===== src/rtl/run_checker_module.sv =====
// rtl/run_checker_module.sv - receive-side checker for the 3-bit running-light bus
//
// Purpose:
//   Watches LED_In for the ring 001 -> 010 -> 100 -> 000 -> 001.
//   It checks the step order and the dwell time between steps.
//   It reports lock, one-cycle sequence and timing error pulses, and a count
//   of completed rotations seen while locked.
//
// Ports:
//   CLK       in   1  system clock, rising edge
//   RST       in   1  synchronous reset, active-high
//   LED_In    in   3  observed running-light bus, synchronous to CLK
//   Locked    out  1  high while order and timing are verified
//   Err_Seq   out  1  one-cycle pulse on an illegal transition while locked
//   Err_Time  out  1  one-cycle pulse on a dwell-window miss or timeout while locked
//   Rot_Cnt   out  8  000->001 transitions accepted while locked (wraps)

`timescale 1ns/1ps

module run_checker_module #(
  parameter int unsigned     W       = 26,
  parameter logic [W-1:0]    T_DWELL = 26'd24_999_999,
  parameter logic [W-1:0]    TOL     = 26'd16
) (
  input  logic       CLK,
  input  logic       RST,
  input  logic [2:0] LED_In,
  output logic       Locked,
  output logic       Err_Seq,
  output logic       Err_Time,
  output logic [7:0] Rot_Cnt
);

  localparam logic [W-1:0] DW_MAX = T_DWELL + TOL;
  localparam logic [W-1:0] DW_MIN = T_DWELL - TOL;

  typedef enum logic [1:0] {
    ST_IDLE   = 2'd0,
    ST_ACQ    = 2'd1,
    ST_LOCKED = 2'd2
  } state_t;

  state_t       state_q, state_d;
  logic [2:0]   r_prev_q, r_prev_d;
  logic [W-1:0] dwell_q, dwell_d;
  logic [2:0]   acq_cnt_q, acq_cnt_d;
  logic         locked_q, locked_d;
  logic         err_seq_q, err_seq_d;
  logic         err_time_q, err_time_d;
  logic [7:0]   rot_cnt_q, rot_cnt_d;

  logic       chg;
  logic       succ_valid;
  logic [2:0] succ;
  logic       legal;
  logic       in_win;
  logic       timeout;

  // Only the four ring values have a legal successor; a change out of any
  // other value is illegal by construction.
  always_comb begin
    succ_valid = 1'b1;
    succ       = 3'b000;
    unique case (r_prev_q)
      3'b001:  succ = 3'b010;
      3'b010:  succ = 3'b100;
      3'b100:  succ = 3'b000;
      3'b000:  succ = 3'b001;
      default: succ_valid = 1'b0;
    endcase
  end

  assign chg     = (LED_In != r_prev_q);
  assign legal   = chg && succ_valid && (LED_In == succ);
  // Window and timeout use the dwell value before this edge's update.
  assign in_win  = (dwell_q >= DW_MIN) && (dwell_q <= DW_MAX);
  assign timeout = !chg && (dwell_q == DW_MAX);

  always_comb begin
    state_d    = state_q;
    r_prev_d   = LED_In;
    acq_cnt_d  = acq_cnt_q;
    locked_d   = locked_q;
    err_seq_d  = 1'b0;
    err_time_d = 1'b0;
    rot_cnt_d  = rot_cnt_q;

    // Saturating dwell keeps a stalled bus pinned at the timeout value, so a
    // held value triggers timeout once and is then ignored outside LOCKED.
    if (chg) begin
      dwell_d = '0;
    end else if (dwell_q == DW_MAX) begin
      dwell_d = dwell_q;
    end else begin
      dwell_d = dwell_q + 1'b1;
    end

    unique case (state_q)
      ST_IDLE: begin
        if (legal) begin
          state_d   = ST_ACQ;
          acq_cnt_d = 3'd1;
        end
      end
      ST_ACQ: begin
        if (chg) begin
          if (!legal) begin
            state_d = ST_IDLE;
          end else if (in_win) begin
            if (acq_cnt_q == 3'd3) begin
              state_d  = ST_LOCKED;
              locked_d = 1'b1;
            end
            acq_cnt_d = acq_cnt_q + 3'd1;
          end else begin
            acq_cnt_d = 3'd1;
          end
        end else if (timeout) begin
          state_d = ST_IDLE;
        end
      end
      ST_LOCKED: begin
        if (chg) begin
          // Illegal wins over out-of-window so only one error pulse fires.
          if (!legal) begin
            state_d   = ST_IDLE;
            locked_d  = 1'b0;
            err_seq_d = 1'b1;
          end else if (!in_win) begin
            state_d    = ST_ACQ;
            acq_cnt_d  = 3'd1;
            locked_d   = 1'b0;
            err_time_d = 1'b1;
          end else if (r_prev_q == 3'b000) begin
            rot_cnt_d = rot_cnt_q + 8'd1;
          end
        end else if (timeout) begin
          state_d    = ST_IDLE;
          locked_d   = 1'b0;
          err_time_d = 1'b1;
        end
      end
      default: begin
        state_d  = ST_IDLE;
        locked_d = 1'b0;
      end
    endcase
  end

  always_ff @(posedge CLK) begin
    if (RST) begin
      state_q    <= ST_IDLE;
      r_prev_q   <= 3'b001;
      dwell_q    <= '0;
      acq_cnt_q  <= 3'd0;
      locked_q   <= 1'b0;
      err_seq_q  <= 1'b0;
      err_time_q <= 1'b0;
      rot_cnt_q  <= 8'd0;
    end else begin
      state_q    <= state_d;
      r_prev_q   <= r_prev_d;
      dwell_q    <= dwell_d;
      acq_cnt_q  <= acq_cnt_d;
      locked_q   <= locked_d;
      err_seq_q  <= err_seq_d;
      err_time_q <= err_time_d;
      rot_cnt_q  <= rot_cnt_d;
    end
  end

  assign Locked   = locked_q;
  assign Err_Seq  = err_seq_q;
  assign Err_Time = err_time_q;
  assign Rot_Cnt  = rot_cnt_q;

endmodule


===== config.mk =====
export PLATFORM = sky130hd
export DESIGN_NAME = run_checker_module
export DESIGN_NICKNAME = d
export VERILOG_FILES = /design/src/rtl/run_checker_module.sv
export SDC_FILE = /design/constraint.sdc
export NUM_CORES = 1
export LEC_CHECK = 0
export CORE_ASPECT_RATIO = 0.8
export CORE_MARGIN = 1.5
export CORE_UTILIZATION = 45
export CTS_CLUSTER_DIAMETER = 80
export DETAILED_ROUTE_END_ITERATION = 8
export GPL_TIMING_DRIVEN = 0
export SKIP_LAST_GASP = 1
export SLEW_MARGIN = 40
export SYNTH_ARGS = -nofsm -noshare
export SYNTH_HDL_FRONTEND = slang
export SYNTH_SLANG_ARGS = --single-unit

===== constraint.sdc =====
create_clock -name CLK -period 2.3 [get_ports CLK]
set_input_delay 0.345 -clock CLK [delete_from_list [all_inputs] [get_ports CLK]]
set_output_delay 0.345 -clock CLK [all_outputs]
set_load 0.005 [all_outputs]

* Yosys cells after proc, flatten, opt, wreduce, memory -nomap -nowiden
Index checks and enable logic that the tools add are counted.
** Cells by class
- Add/sub/neg operators :: 3
- Bitwise logic cells :: 3
- Muxes and demuxes :: 34
- Order comparisons :: 2
- Equality and inequality tests :: 21
- Reductions and logical operators :: 16
** Operators with widths (count)
- $add A26 B1 Y26 const B :: 1
- $eq A26 B25 Y1 const B :: 1
- $ge A26 B25 Y1 const B :: 1
- $le A26 B25 Y1 const B :: 1
- $mux W3 :: 7
- $mux W2 :: 9
- $pmux W3 S3 :: 2
- $ne A2 B2 Y1 const B :: 8
- $mux W1 :: 14
- $reduce_and A7 Y1 :: 2
- $ne A4 B4 Y1 const B :: 3
- $add A8 B1 Y8 const B :: 1
- $eq A3 B2 Y1 const B :: 2
- $pmux W2 S3 :: 1
- $reduce_and A5 Y1 :: 1
- $logic_and A1 B1 Y1 :: 4
- $reduce_and A4 Y1 :: 1
- $reduce_or A2 Y1 :: 2
- $reduce_or A4 Y1 :: 1
- $add A3 B1 Y3 const B :: 1
- $eq A3 B1 Y1 const B :: 1
- $eq A3 B3 Y1 :: 1
- $eq A3 B3 Y1 const B :: 1
- $logic_not A3 Y1 :: 1
- other kinds (10) :: 12
** Storage, ports and cells
- Bits of input ports :: 5
- Logic and storage cells :: 87
- Bits in registers :: 45

* Logic depth before layout (Yosys ltp)
- Depth after elaboration :: 8
- Gate-level depth with buffers :: 8
- Depth with buffers taken out :: 7

* Worst setup path after synthesis
OpenSTA, ideal clock, no wires.
- Kind :: reg-to-reg
- From :: register dwell_q[0]
- To :: register rot_cnt_q[1] (netlist: Rot_Cnt[1])
- Library setup time :: 0.128 ns
- Stages on the path, launching flop included :: 9
- Period minus slack after synthesis :: 1.833 ns
- Arrival :: 1.706 ns
- Data required time :: 2.172 ns
- Slack :: 0.467 ns
- Path through :: dfxtp_1 -> ha_1 -> a31oi_1 -> o31ai_1 -> nor3b_4 -> buf_4 -> nand4_1 -> mux2i_1 -> nor2_1
** Between the ends
- Longest elaborated chain between the ends :: 3
- Elaborated cells between the ends (all ways) :: 4
- Classes of those cells :: order compare (2); reduce/logical (2)
** RTL lines
- start: declaration :: line 45 : logic [W-1:0] dwell_q, dwell_d;
- start signal: assignment :: line 163 : dwell_q <= dwell_d;
- $ge A26 B25 Y1 or $le A26 B25 Y1 (tied branches) :: line 76 : assign in_win = (dwell_q >= DW_MIN) && (dwell_q <= DW_MAX);
- $logic_and A1 B1 Y1 * :: line 76
- $reduce_and A5 Y1 (no source line) *
- end signal: assignment :: line 168 : rot_cnt_q <= rot_cnt_d;
- end: declaration :: line 50 : logic [7:0] rot_cnt_q, rot_cnt_d;
Every way passes the cells marked *; elsewhere a longest branch is shown, timed or not.
A chain may end at the register's enable or synchronous reset.

* Worst setup path after layout
- From :: input port LED_In[2]
- To :: register rot_cnt_q[6] (netlist: Rot_Cnt[6])
** Between the ends
- Longest elaborated chain between the ends :: 4
- Elaborated cells between the ends (all ways) :: 5
- Classes of those cells :: eq/ne (2); reduce/logical (3)
** RTL lines
- start: declaration :: line 27 : input logic [2:0] LED_In,
- $ne A3 B3 Y1 :: line 73 : assign chg = (LED_In != r_prev_q);
- $logic_and A1 B1 Y1 (2 in series) :: line 74 : assign legal = chg && succ_valid && (LED_In == succ);
- $reduce_and A5 Y1 (no source line) *
Marked as above.

==> run summary <==
Root Buffer: clkbuf_8
first-pass GRT wire length: 7770 µm
mux share of post-synthesis cell area: 0.894%
CP max stage delay: 0.55 ns
count of flip-flops with a built-in enable after synthesis: 0
Remaining DRCs: 0
delay-heaviest family, CP: simple AND/OR/NAND/NOR gates
TritonCTS Buffers: 5
maximum buffer depth of the clock tree: 2
share of layout cells above drive strength 1: 7.83%
setup violators final: 0
IO Pins: 16
reg2reg start: dwell_q[0]$_SDFFE_PP0N_
Critical Path RT: 2.53 ns
fill count: 433
main combinational cell family by area after synthesis: simple AND/OR/NAND/NOR gates
commonest non-fill, non-tap cells in the layout: 45 x dfxtp_1, 36 x nor2_1, 16 x xor2_1
Placement Cell Area: 2460 µm²
Rows: 22
CTS tree: built
vias per inst: 5.39
gr usage total: 18.6%
post-synthesis compound-gate area fraction: 10.4%
Iteration-0 DRC Markers: 84
ANT cells: 0
Worst setup EP type: register
DR pass1 iterations: 4
Vias: 1,839
Tmin final: 2.15 ns
relative slew slack: 62.7%
clock sink count: 45
kind of critical path: in -> reg
Detail Placement HPWL: 3240 µm
Post-Synth XOR/XNOR Area: 10.9%
Synth Area in Simple Gates: 32.7%
Hold Path Class: reg -> reg
Netlist cell types: 47
Synth Area in Adders: 2.23%
Primary FF master, synth: dfxtp_1
r2r setup slk: 0.17 ns
post-synth top area cell: dfxtp_1
R2R Path End: dwell_q[24]$_SDFFE_PP0N_
actual slew at the worst max-slew pin: 0.553 ns
Die W: 81.9 µm
core area: 4680 µm²
RSZ-0062 raised after global routing: no
fin crit share: 93.7%
fin nets: 289
critical path, cell by cell: clkdlybuf4s50_1 > and3b_1 > a21oi_1 > o41ai_2 > nand4_2 > or3_1 > a21oi_1
hold_ws: 0.483 ns
Syn-to-layout area delta: 16.9%
placer congestion estimate: 0.784
most frequent CP cell: a21oi_1
largest net degree at the start of global routing: 15
mapped cell area: 2240 µm²
Slew Viols, Final: 0
latest clock arrival within the worst-skew pair: 0.30 ns
Slowest cell on crit path: clkdlybuf4s50_1
Post-Route Skew: 0.0103 ns
Hold Crit Start: acq_cnt_q[2]$_SDFFE_PP0P_
Port Buf Inserts: 15
final setup TNS: 0 ns
Hold Path End: acq_cnt_q[2]$_SDFFE_PP0P_
worst r2r path cells: 6
yosys warns: 0
startpoint types: input port
antenna violations before repair: 0
WL per Instance: 13.5 µm
Initial Util: 47.9%
vias in the first global route: 1,684
crit-path max FO: 6
FFs w/ async S/R, synth: 0%
Die Ht: 66.1 µm
worst slack at placement: -0.236 ns
final instance area: 2620 µm²
GRT Residual Overflow: 0
CP bufs+invs: 1
P_leak: 0.890 nW
# H-tree levels: 2
clk slew on worst S/H paths: 0.08 ns
hold_buf cts: 0
Yosys top cell area share: 40.2%
Antenna Violating Nets Remaining: 0
final wirelength: 4590 µm
PwrDens: 592 nW/µm²
final hold violation count: 0
cell count after synthesis: 257
sequential fraction of the synthesis area: 40.2%
fmax: 464 MHz
Max-Cap Viols: 0
commonest non-fill, non-tap cell in the layout: dfxtp_1
VDD IR max: 0.359 mV
Synth Area per Inst: 8.71 µm²
WHS Path Cells: 2
post-route worst setup slack: 0.146 ns
Post-Syn Nets: 266
Die ar.: 5410 µm²
Synth area leaders: dfxtp_1 40%, xor2_1 6.3%, nor2_1 6.0%, xnor2_1 4.7%, a21oi_1 3.1%
critical path arrival: 2.38 ns
flops & latches, synth: 45
status: finished clean
## where the power goes
part           switching [mW]  total (mW)  internal (mW)  leakage [nW]
sequential            0.00639       0.790          0.783         0.363
clock                   0.274       0.705          0.432        0.0681
combinational          0.0344      0.0559         0.0215         0.459
total                   0.314        1.55           1.24         0.890
## worst register-to-register path, cell delays in order (launching register included)
cell     delay (ns)
dfxtp_1        0.42
ha_1           0.25
inv_1          0.12
nor4_4         0.47
nand4_1        0.28
or3_1          0.41
a21oi_1        0.14
## cell usage after synthesis (all sizes together), types with 2 or more instances
cell type / count
nand4: 12
and4: 4
and4b: 2
dfxtp: 45
o31ai: 2
xnor2: 12
nor4: 5
clkbuf: 6
and3b: 2
xor2: 16
ha: 4
nor3b: 4
mux2i: 2
nand2: 15
nand3: 10
nor2b: 5
o21ai: 11
or3: 5
nor2: 36
a21oi: 14
and3: 4
inv: 6
and2: 5
nor4bb: 2
buf: 2
nor3: 11
## worst max-delay path by stage
stage | startpoint | to | cells after the start
after floorplan | dwell_q[0]$_SDFFE_PP0N_ | Rot_Cnt[1]$_SDFFE_PP0P_ | 8
final | LED_In[2] | Rot_Cnt[6]$_SDFFE_PP0P_ | 7
after detailed placement | LED_In[2] | Rot_Cnt[5]$_SDFFE_PP0P_ | 8
after CTS | LED_In[2] | Rot_Cnt[3]$_SDFFE_PP0P_ | 8
after global placement | LED_In[2] | Rot_Cnt[5]$_SDFFE_PP0P_ | 8
after global routing | dwell_q[0]$_SDFFE_PP0N_ | dwell_q[24]$_SDFFE_PP0N_ | 6
## metrics by stage
stage               std cells  util [%]  power [mW]
floorplan                 257         -       0.842
global placement          332      52.7       0.864
detailed placement        332      52.7       0.863
CTS                       340      55.5        1.56
global route              341      56.0        1.61
finish                    341      56.0        1.55
## per-layer routing
layer / part of all wire, % / up-vias / global-route usage (%)
met5: 0 / - / 0
met4: 0.59 / 0 / 4.45
li1: - / 969 / -
met1: 57 / 836 / 27.4
met2: 37 / 30 / 26.6
met3: 4.8 / 4 / 4.83
## registers in the layout (all words and copies together) (netlist names)
signal and count:
Err_Time 1, dwell_q 26, Locked 1, Rot_Cnt 8
Err_Seq 1, state_q 2, r_prev_q 3, acq_cnt_q 3
## final cells by class
cell class | instances | area, µm² | share of cell area (%)
well taps | 60 | 75.1 | 2.87
multi-input cells | 198 | 1290 | 49.4
flip-flops and latches | 45 | 901 | 34.4
repair buffers | 16 | 158 | 6.02
inverters | 6 | 22.5 | 0.860
clock buffers | 5 | 68.8 | 2.63
clock inverters | 3 | 65.1 | 2.48
plain buffers | 8 | 36.3 | 1.39
## cells by family after synthesis
| family | count (synthesis) |
|---|---|
| simple gates | 127 |
| mux | 2 |
| xor+xnor | 28 |
| compound gates | 37 |
| fa+ha+maj | 4 |
| buf+inv | 14 |
| flops | 45 |
## timing repair
action                     CTS  global route
setup endpoints to repair    0            10
gates resized for setup      0             4
buffers inserted             0             1
No activity file was read; power rests on OpenSTA's default activity.
